<file path="config.mk">
export PLATFORM = sky130hd
export DESIGN_NAME = muldiv_issue_flat
export DESIGN_NICKNAME = d
export VERILOG_FILES = /design/src/rtl/muldiv_issue_if.sv /design/src/rtl/muldiv_issue.sv /design/src/flat_wrapper.sv
export SDC_FILE = /design/constraint.sdc
export NUM_CORES = 1
export LEC_CHECK = 0
export BUFFER_PORTS_ARGS = -buffer_cell sky130_fd_sc_hd__buf_2
export CORE_MARGIN = 5
export CORE_UTILIZATION = 45
export DETAILED_ROUTE_END_ITERATION = 7
export GPL_TIMING_DRIVEN = 0
export MAX_ROUTING_LAYER = met4
export PLACE_DENSITY = 0.79
export SETUP_SLACK_MARGIN = 0.15
export SKIP_CTS_REPAIR_TIMING = 1
export SLEW_MARGIN = 20
export SYNTH_ARGS = -nofsm -noshare
export SYNTH_HDL_FRONTEND = slang
export SYNTH_SLANG_ARGS = --single-unit
</file>
<file path="constraint.sdc">
create_clock -name clk_i -period 2.1 [get_ports clk_i]
set_input_delay 0.21 -clock clk_i [delete_from_list [all_inputs] [get_ports clk_i]]
set_output_delay 0.21 -clock clk_i [all_outputs]
set_load 0.005 [all_outputs]
</file>
<file path="src/rtl/muldiv_issue_if.sv">
// Signal bundle between the RV32M issue stage, its requester, the mul/div unit and writeback.
// The issue stage uses the slave modport; the environment around it uses the master modport.
interface muldiv_issue_if;
   logic        req_valid_i;
   logic        req_ready_o;
   logic [31:0] req_instr_i;
   logic [31:0] req_ra_i;
   logic [31:0] req_rb_i;
   logic        md_valid_o;
   logic [7:0]  md_op_o;
   logic [31:0] md_ra_o;
   logic [31:0] md_rb_o;
   logic        md_stall_i;
   logic        md_ready_i;
   logic [31:0] md_result_i;
   logic        wb_valid_o;
   logic        wb_ack_i;
   logic [4:0]  wb_rd_o;
   logic [31:0] wb_data_o;
   logic        illegal_o;
   logic        timeout_o;

   modport slave (
      input  req_valid_i, req_instr_i, req_ra_i, req_rb_i,
      input  md_stall_i, md_ready_i, md_result_i, wb_ack_i,
      output req_ready_o, md_valid_o, md_op_o, md_ra_o, md_rb_o,
      output wb_valid_o, wb_rd_o, wb_data_o, illegal_o, timeout_o
   );

   modport master (
      output req_valid_i, req_instr_i, req_ra_i, req_rb_i,
      output md_stall_i, md_ready_i, md_result_i, wb_ack_i,
      input  req_ready_o, md_valid_o, md_op_o, md_ra_o, md_rb_o,
      input  wb_valid_o, wb_rd_o, wb_data_o, illegal_o, timeout_o
   );
endinterface

</file>
<file path="src/rtl/muldiv_issue.sv">
// Single-outstanding RV32M issue stage: decodes, issues to the mul/div unit, waits with a
// latency watchdog, and holds the result for writeback until acknowledged.
module muldiv_issue #(
   parameter int unsigned MAX_LAT = 40
) (
   input logic           clk_i,
   input logic           rst_ni,
   muldiv_issue_if.slave bus
);
   typedef enum logic [1:0] {StIdle, StIssue, StWait, StWb} state_e;

   localparam logic [5:0] MaxLat = 6'(MAX_LAT);

   state_e      r_state;
   state_e      w_state_nxt;
   logic        r_live;
   logic [7:0]  r_op;
   logic [31:0] r_ra;
   logic [31:0] r_rb;
   logic [4:0]  r_rd;
   logic [31:0] r_data;
   logic [5:0]  r_cnt;
   logic        r_illegal;
   logic        r_timeout;

   logic        w_legal;
   logic        w_accept;
   logic        w_lat_hit;
   logic [7:0]  w_op_dec;
   logic        w_unused;

   assign w_legal  = (bus.req_instr_i[6:0] == 7'b0110011) &&
                     (bus.req_instr_i[31:25] == 7'b0000001);
   assign w_op_dec = 8'd1 << bus.req_instr_i[14:12];
   assign w_unused = ^bus.req_instr_i[24:15];

   // r_live keeps ready low after reset until an edge has seen the unit not stalled.
   assign bus.req_ready_o = r_live && (r_state == StIdle) && !bus.md_stall_i;
   assign w_accept        = bus.req_valid_i && bus.req_ready_o;
   assign w_lat_hit       = (r_cnt + 6'd1) == MaxLat;

   assign bus.md_valid_o = (r_state == StIssue) && !bus.md_stall_i;
   assign bus.md_op_o    = bus.md_valid_o ? r_op : 8'h00;
   assign bus.md_ra_o    = r_ra;
   assign bus.md_rb_o    = r_rb;
   assign bus.wb_valid_o = (r_state == StWb);
   assign bus.wb_rd_o    = r_rd;
   assign bus.wb_data_o  = r_data;
   assign bus.illegal_o  = r_illegal;
   assign bus.timeout_o  = r_timeout;

   always_comb begin
      w_state_nxt = r_state;
      unique case (r_state)
         StIdle:  if (w_accept && w_legal) w_state_nxt = StIssue;
         StIssue: if (!bus.md_stall_i) w_state_nxt = StWait;
         StWait: begin
            // A result arriving on the last allowed cycle beats the timeout.
            if (bus.md_ready_i)  w_state_nxt = (r_rd != 5'd0) ? StWb : StIdle;
            else if (w_lat_hit) w_state_nxt = StIdle;
         end
         StWb:    if (bus.wb_ack_i) w_state_nxt = StIdle;
         default: w_state_nxt = StIdle;
      endcase
   end

   always_ff @(posedge clk_i or negedge rst_ni) begin
      if (!rst_ni) begin
         r_state   <= StIdle;
         r_live    <= 1'b0;
         r_op      <= 8'h00;
         r_ra      <= 32'd0;
         r_rb      <= 32'd0;
         r_rd      <= 5'd0;
         r_data    <= 32'd0;
         r_cnt     <= 6'd0;
         r_illegal <= 1'b0;
         r_timeout <= 1'b0;
      end else begin
         r_state   <= w_state_nxt;
         r_live    <= r_live || !bus.md_stall_i;
         r_illegal <= w_accept && !w_legal;
         if (w_accept && w_legal) begin
            r_op <= w_op_dec;
            r_ra <= bus.req_ra_i;
            r_rb <= bus.req_rb_i;
            r_rd <= bus.req_instr_i[11:7];
         end
         r_cnt <= (r_state == StWait) ? r_cnt + 6'd1 : 6'd0;
         if (r_state == StWait) begin
            if (bus.md_ready_i)  r_data    <= bus.md_result_i;
            else if (w_lat_hit) r_timeout <= 1'b1;
         end
      end
   end
endmodule

</file>
<file path="src/flat_wrapper.sv">
// flat-port wrapper written by rule: the top's interface ports become plain ports
module muldiv_issue_flat 
#(
   parameter int unsigned MAX_LAT = 40
)
  (clk_i, rst_ni, bus_req_valid_i, bus_req_instr_i, bus_req_ra_i, bus_req_rb_i, bus_md_stall_i, bus_md_ready_i, bus_md_result_i, bus_wb_ack_i, bus_req_ready_o, bus_md_valid_o, bus_md_op_o, bus_md_ra_o, bus_md_rb_o, bus_wb_valid_o, bus_wb_rd_o, bus_wb_data_o, bus_illegal_o, bus_timeout_o);
  muldiv_issue_if bus_i ();
  input logic clk_i;
  input logic rst_ni;
  input wire logic [$bits(bus_i.req_valid_i)-1:0] bus_req_valid_i;
  input wire logic [$bits(bus_i.req_instr_i)-1:0] bus_req_instr_i;
  input wire logic [$bits(bus_i.req_ra_i)-1:0] bus_req_ra_i;
  input wire logic [$bits(bus_i.req_rb_i)-1:0] bus_req_rb_i;
  input wire logic [$bits(bus_i.md_stall_i)-1:0] bus_md_stall_i;
  input wire logic [$bits(bus_i.md_ready_i)-1:0] bus_md_ready_i;
  input wire logic [$bits(bus_i.md_result_i)-1:0] bus_md_result_i;
  input wire logic [$bits(bus_i.wb_ack_i)-1:0] bus_wb_ack_i;
  output wire logic [$bits(bus_i.req_ready_o)-1:0] bus_req_ready_o;
  output wire logic [$bits(bus_i.md_valid_o)-1:0] bus_md_valid_o;
  output wire logic [$bits(bus_i.md_op_o)-1:0] bus_md_op_o;
  output wire logic [$bits(bus_i.md_ra_o)-1:0] bus_md_ra_o;
  output wire logic [$bits(bus_i.md_rb_o)-1:0] bus_md_rb_o;
  output wire logic [$bits(bus_i.wb_valid_o)-1:0] bus_wb_valid_o;
  output wire logic [$bits(bus_i.wb_rd_o)-1:0] bus_wb_rd_o;
  output wire logic [$bits(bus_i.wb_data_o)-1:0] bus_wb_data_o;
  output wire logic [$bits(bus_i.illegal_o)-1:0] bus_illegal_o;
  output wire logic [$bits(bus_i.timeout_o)-1:0] bus_timeout_o;
  assign bus_i.req_valid_i = bus_req_valid_i;
  assign bus_i.req_instr_i = bus_req_instr_i;
  assign bus_i.req_ra_i = bus_req_ra_i;
  assign bus_i.req_rb_i = bus_req_rb_i;
  assign bus_i.md_stall_i = bus_md_stall_i;
  assign bus_i.md_ready_i = bus_md_ready_i;
  assign bus_i.md_result_i = bus_md_result_i;
  assign bus_i.wb_ack_i = bus_wb_ack_i;
  assign bus_req_ready_o = bus_i.req_ready_o;
  assign bus_md_valid_o = bus_i.md_valid_o;
  assign bus_md_op_o = bus_i.md_op_o;
  assign bus_md_ra_o = bus_i.md_ra_o;
  assign bus_md_rb_o = bus_i.md_rb_o;
  assign bus_wb_valid_o = bus_i.wb_valid_o;
  assign bus_wb_rd_o = bus_i.wb_rd_o;
  assign bus_wb_data_o = bus_i.wb_data_o;
  assign bus_illegal_o = bus_i.illegal_o;
  assign bus_timeout_o = bus_i.timeout_o;
  muldiv_issue #(.MAX_LAT(MAX_LAT)) u_core (.clk_i(clk_i), .rst_ni(rst_ni), .bus(bus_i));
endmodule
</file>
After elaboration in Yosys (flattened, before gate mapping)

Cells that the tools add are included.

Register bits after elaboration: 120
Output and inout bits: 114
Logic and storage cells: 47

$add $sub $neg: 1
Eq/ne operators: 10
Shift-type cells: 1
Multiplexer cells: 9
Bitwise logic cells: 1
Reduce and logical (&&, ||, !) cells: 15

Operators with widths:

| cell                                                                     | number |
|---|---|
| 2-bit 2-to-1 mux                                                         | 6 |
| 8-bit 2-to-1 mux                                                         | 1 |
| 2-bit one-hot mux with 4 select lines                                    | 1 |
| 1-bit by 3-bit left shift with 8-bit output (first input constant)       | 1 |
| 7-bit by 1-bit equality test with 1-bit output (second input constant)   | 1 |
| 7-bit by 6-bit equality test with 1-bit output (second input constant)   | 1 |
| 1-bit logical AND                                                        | 7 |
| 6-bit by 1-bit adder with 6-bit output (second input constant)           | 1 |
| 6-bit equality test (second input constant)                              | 1 |
| 6-bit 2-to-1 mux                                                         | 1 |
| 2-bit inequality test (second input constant)                            | 3 |
| 5-bit nonzero test                                                       | 1 |
| 2-bit equality test (second input constant)                              | 2 |
| 4-bit AND reduction                                                      | 1 |
| 3-bit by 2-bit inequality test with 1-bit output (second input constant) | 1 |
| 3-bit AND reduction                                                      | 1 |
| 2-bit by 1-bit equality test with 1-bit output (second input constant)   | 1 |
| 1-bit zero test                                                          | 2 |
| 2-bit zero test                                                          | 1 |
| 2-bit AND reduction                                                      | 1 |
| 1-bit logical OR                                                         | 1 |
| 1-bit NOT                                                                | 1 |

Longest topological paths before layout

Depth after elaboration: 7
Depth in mapped cells: 8
Mapped depth without buffers: 4

Worst setup path before layout

No wires, ideal clock.

Path kind: register -> register
Start: register u_core.r_state[1]
End: register u_core.r_rb[10], in the netlist u_core.bus.md_rb_o[10]
Arrival: 1,782 ps
Slack: 193 ps
Stages on the path, launching flop included: 9
Path buffers: 4
Clock period less this slack: 1,907 ps
Cell sequence: dfrtp_1 buf_6 nor4b_4 nand2_1 and4b_1 buf_4 buf_12 buf_12 mux2_4

Longest elaborated chain between the ends: 5

Ends and longest elaborated chain:

| element                        | RTL line           | text |
|---|---|---|
| start: declaration             | muldiv_issue.sv:14 | `state_e r_state;` |
| start signal: assignment       | muldiv_issue.sv:69 | `r_state <= StIdle;` |
| start signal: assignment       | muldiv_issue.sv:80 | `r_state <= w_state_nxt;` |
| 2-bit zero test                | muldiv_issue.sv:38 | `assign bus.req_ready_o = r_live && (r_state == StIdle) && !bus.md_stall_i;` |
| 1-bit logical AND (2 in a row) | muldiv_issue.sv:38 |  |
| named net bus_req_ready_o      | flat_wrapper.sv:18 | `output wire logic [$bits(bus_i.req_ready_o)-1:0] bus_req_ready_o;` |
| 1-bit logical AND              | muldiv_issue.sv:39 | `assign w_accept = bus.req_valid_i && bus.req_ready_o;` |
| 1-bit logical AND              | muldiv_issue.sv:83 | `if (w_accept && w_legal) begin` |
| end signal: assignment         | muldiv_issue.sv:86 | `r_rb <= bus.req_rb_i;` |
| end: declaration               | muldiv_issue.sv:19 | `logic [31:0] r_rb;` |

The timed path passes the listed nets, and every way through them passes these cells.
A chain may end at the register's enable or synchronous reset.

Final worst setup path

Start: register u_core.r_state[0]
End: register u_core.r_rb[5], in the netlist u_core.bus.md_rb_o[5]

Longest elaborated chain between the ends: 5

Ends and longest elaborated chain:

| element                        | RTL line |
|---|---|
| 2-bit zero test                | muldiv_issue.sv:38 |
| 1-bit logical AND (2 in a row) | muldiv_issue.sv:38 |
| 1-bit logical AND              | muldiv_issue.sv:39 |
| 1-bit logical AND              | muldiv_issue.sv:83 |

Every way passes these cells.

==> results.txt <==
Peak VDD IR: 0.000620 V
Seq cells post-synth: 120
N_diodes: 0
1st-iter DRT viols: 164
Total GRT Usage: 0.202
Distinct cells, synth: 36
Clock Pin Slew Worst Setup and Hold Paths: 0.06 ns
Clock Power Share: 0.491
Async SR Flop Fraction: 1.00
Sw Ratio: 0.212
Hold Slack: -0.00803 ns
RSZ-0062 raised after global routing: true
Worst R2R Start: u_core.r_state[0]
Status: complete, but fails checks
H-tree depth: 4
Sequential area share after synthesis: 0.620
Lkg Pwr: 4.34 nW
Vias in the first global route: 3903
Die span in x: 114 um
Final setup fails: 0
Root Buffer: clkbuf_8
CP most frequent cell: buf_12
Layout area overhead: 65.6%
Initial Util: 0.465
Crit path kind: reg2reg
Synthesized area per cell: 15.8 sq um
Post-synth top area cell: dfrtp_1
Worst-margin pin slew: 0.626 ns
Top FF cell, synth: dfrtp_1
Top-area cell type share of the netlist area: 0.620
Crit-path leading delay family: simple AND/OR/NAND/NOR gates
Synthesized area: 4840 sq um
Register Area: 3000 sq um
GP Congestion: 0.866
Total of max-cap violations: 0
Final Hold Viols: 1
Post-Place Cell Area: 6230 sq um
Post-route design area: 8020 sq um
Most common cell after layout, fill and taps aside: buf_2
Final HPWL DP: 9.19 mm
Gate power share: 0.090
Worst-path cell chain: nor4b_4 -> nand2_1 -> and4b_1 -> buf_6 -> buf_12 -> buf_12 -> mux2_4
Top cells by area, synth: dfrtp_1, mux2_2, mux2_4, and2_1, buf_12
Grt total ovfl: 0
Cell count after synthesis: 306
Largest net degree at the start of global routing: 68
Setup Skew: 0.00402 ns
Sw power: 1.23 mW
Hold Crit Start: bus_wb_ack_i
Vias per inst: 4.95
Port Buffers: 237
Fillers: 577
First-pass GRT wire length: 19.6 mm
Worst skew pair latency: 0.52 ns
Count of pins over their slew limit: 0
Arr. time, crit path: 2.40 ns
Most frequent cells in the layout: buf_2, dfrtp_1, dlygate4sd3_1
Final min period: 2.00 ns
Sequential Power Share: 0.419
Clock Sinks: 120
Syn_nets: 441
Internal power: 4.57 mW
Crit start category: register
WP buf/inv: 3
Initial antenna violation count: 0
CP max stage cell: dfrtp_2
Die height: 114 um
Highest cell delay on the worst timing path: 0.44 ns
Die footprint: 12900 sq um
Share of layout cells above drive strength 1: 0.579
CTS Buffer Depth: 2
Crit Path Max Fanout: 10
Synth warn: 0
Power density over the cells: 722 nW/um^2
WP data required: 2.50 ns
CTS tree: yes
Nets: 813
Min-Delay Path Class: in2reg
Failing checks: hold timing
CTS buffer count: 17
DR pass1 iterations: 4
# DRC: 0
Crit path launch: u_core.r_state[0]
Number of synthesized flops with an enable pin: 0
CP endpoint kind: register
Routed Antenna Nets: 0
I/O pin total: 248
DR WL/cell: 19.4 um
Core Area: 10400 sq um
DRT Wirelength: 16.1 mm
Row cnt: 37
Fmax: 501 MHz
Multi-input gate area in the final layout: 1740 sq um
DR vias: 4096
Final period util: 0.951
Slew headroom: 0.583
-- Yosys cell counts (2+ instances only) --
library cell	n
nor3b_1	4
nor2_1	9
nand2b_1	2
buf_12	3
nand2_1	7
and3_1	2
mux2_2	90
buf_4	6
nand3_1	2
buf_1	3
xor2_1	2
a21oi_1	2
and3b_1	2
o21ai_0	3
dfrtp_1	120
a21o_1	2
mux2_4	19
and2_1	10
-- tightest hold or removal path, stage by stage --
cell and delay (ns):
buf_2 0.11, inv_1 0.04, a21oi_1 0.05, o21ai_0 0.06
-- flip-flops by register name, summed over array words and instances (netlist names) --
signal                flops
u_core.bus.illegal_o      1
u_core.r_cnt              6
u_core.bus.wb_data_o     32
u_core.r_state            2
u_core.bus.timeout_o      1
u_core.bus.md_rb_o       32
u_core.bus.md_ra_o       32
u_core.r_op               8
u_core.bus.wb_rd_o        5
u_core.r_live             1
-- power by group through the flow --
stage               Combinational, mW  Sequential [mW]  Clock [mW]
detailed placement              0.351             2.46           0
finish                          0.521             2.43        2.84
global placement                0.329             2.46           0
CTS                             0.355             2.42        2.89
floorplan                      0.0754             2.47           0
global route                    0.566             2.44        2.97
-- routing by layer --
layer	routed length [um]	global-route usage	share of wire
met1	5870	0.227	0.36
met2	8660	0.336	0.54
met3	1120	0.0557	0.070
met4	435	0.0905	0.027
met5	0	-	0
-- cell families (layout without fill, tap and decap cells) --
kind of cell / Yosys count / count (layout) / share of synthesized area
multiplexers: 109 / 109 / 0.268
AO/OA/AOI/OAI: 11 / 11 / 0.0147
XOR/XNOR: 3 / 3 / 0.00543
AND/OR/NAND/NOR: 48 / 48 / 0.0615
adder cells (fa/ha/maj): 1 / 1 / 0.00258
buffers and inverters: 14 / 399 / 0.0271
flip-flops: 120 / 120 / 0.620
-- final timing paths --
kind,end,slack (ns),cells past startpoint
hold reg to reg,u_core.bus.timeout_o,0.47,1
min in group asynchronous,u_core.bus.md_ra_o[17],0.25,2
setup / recovery,u_core.bus.md_rb_o[5],0.10,7
max in group asynchronous,u_core.bus.wb_data_o[5],1.16,3
hold / removal,u_core.r_state[1],-0.008,4
setup reg to reg,u_core.bus.md_rb_o[5],0.10,7
-- through the flow --
stage / setup slack (ns) / TNS [ns] / std cells / total power, mW / util
final: 0.103 / 0 / 827 / 5.79 / 0.770
after global routing: -0.0112 / -0.0721 / 827 / 5.98 / 0.770
after CTS: -0.376 / -3.12 / 712 / 5.66 / 0.654
after detailed placement: 0.0418 / 0 / 680 / 2.81 / 0.598
after global placement: -0.532 / -62.91 / 679 / 2.79 / 0.595
after floorplan: 0.193 / 0 / 306 / 2.54 / -
-- final cells by class --
cell class              count  share of cell area
repair buffers            353               0.298
inverters                   1            0.000468
clock buffers              22              0.0565
flip-flops and latches    120               0.375
multi-input cells         172               0.218
clock inverters            10              0.0156
plain buffers              13              0.0164
well taps                 136              0.0212
Note: power is estimated with default switching activity, not from simulation.
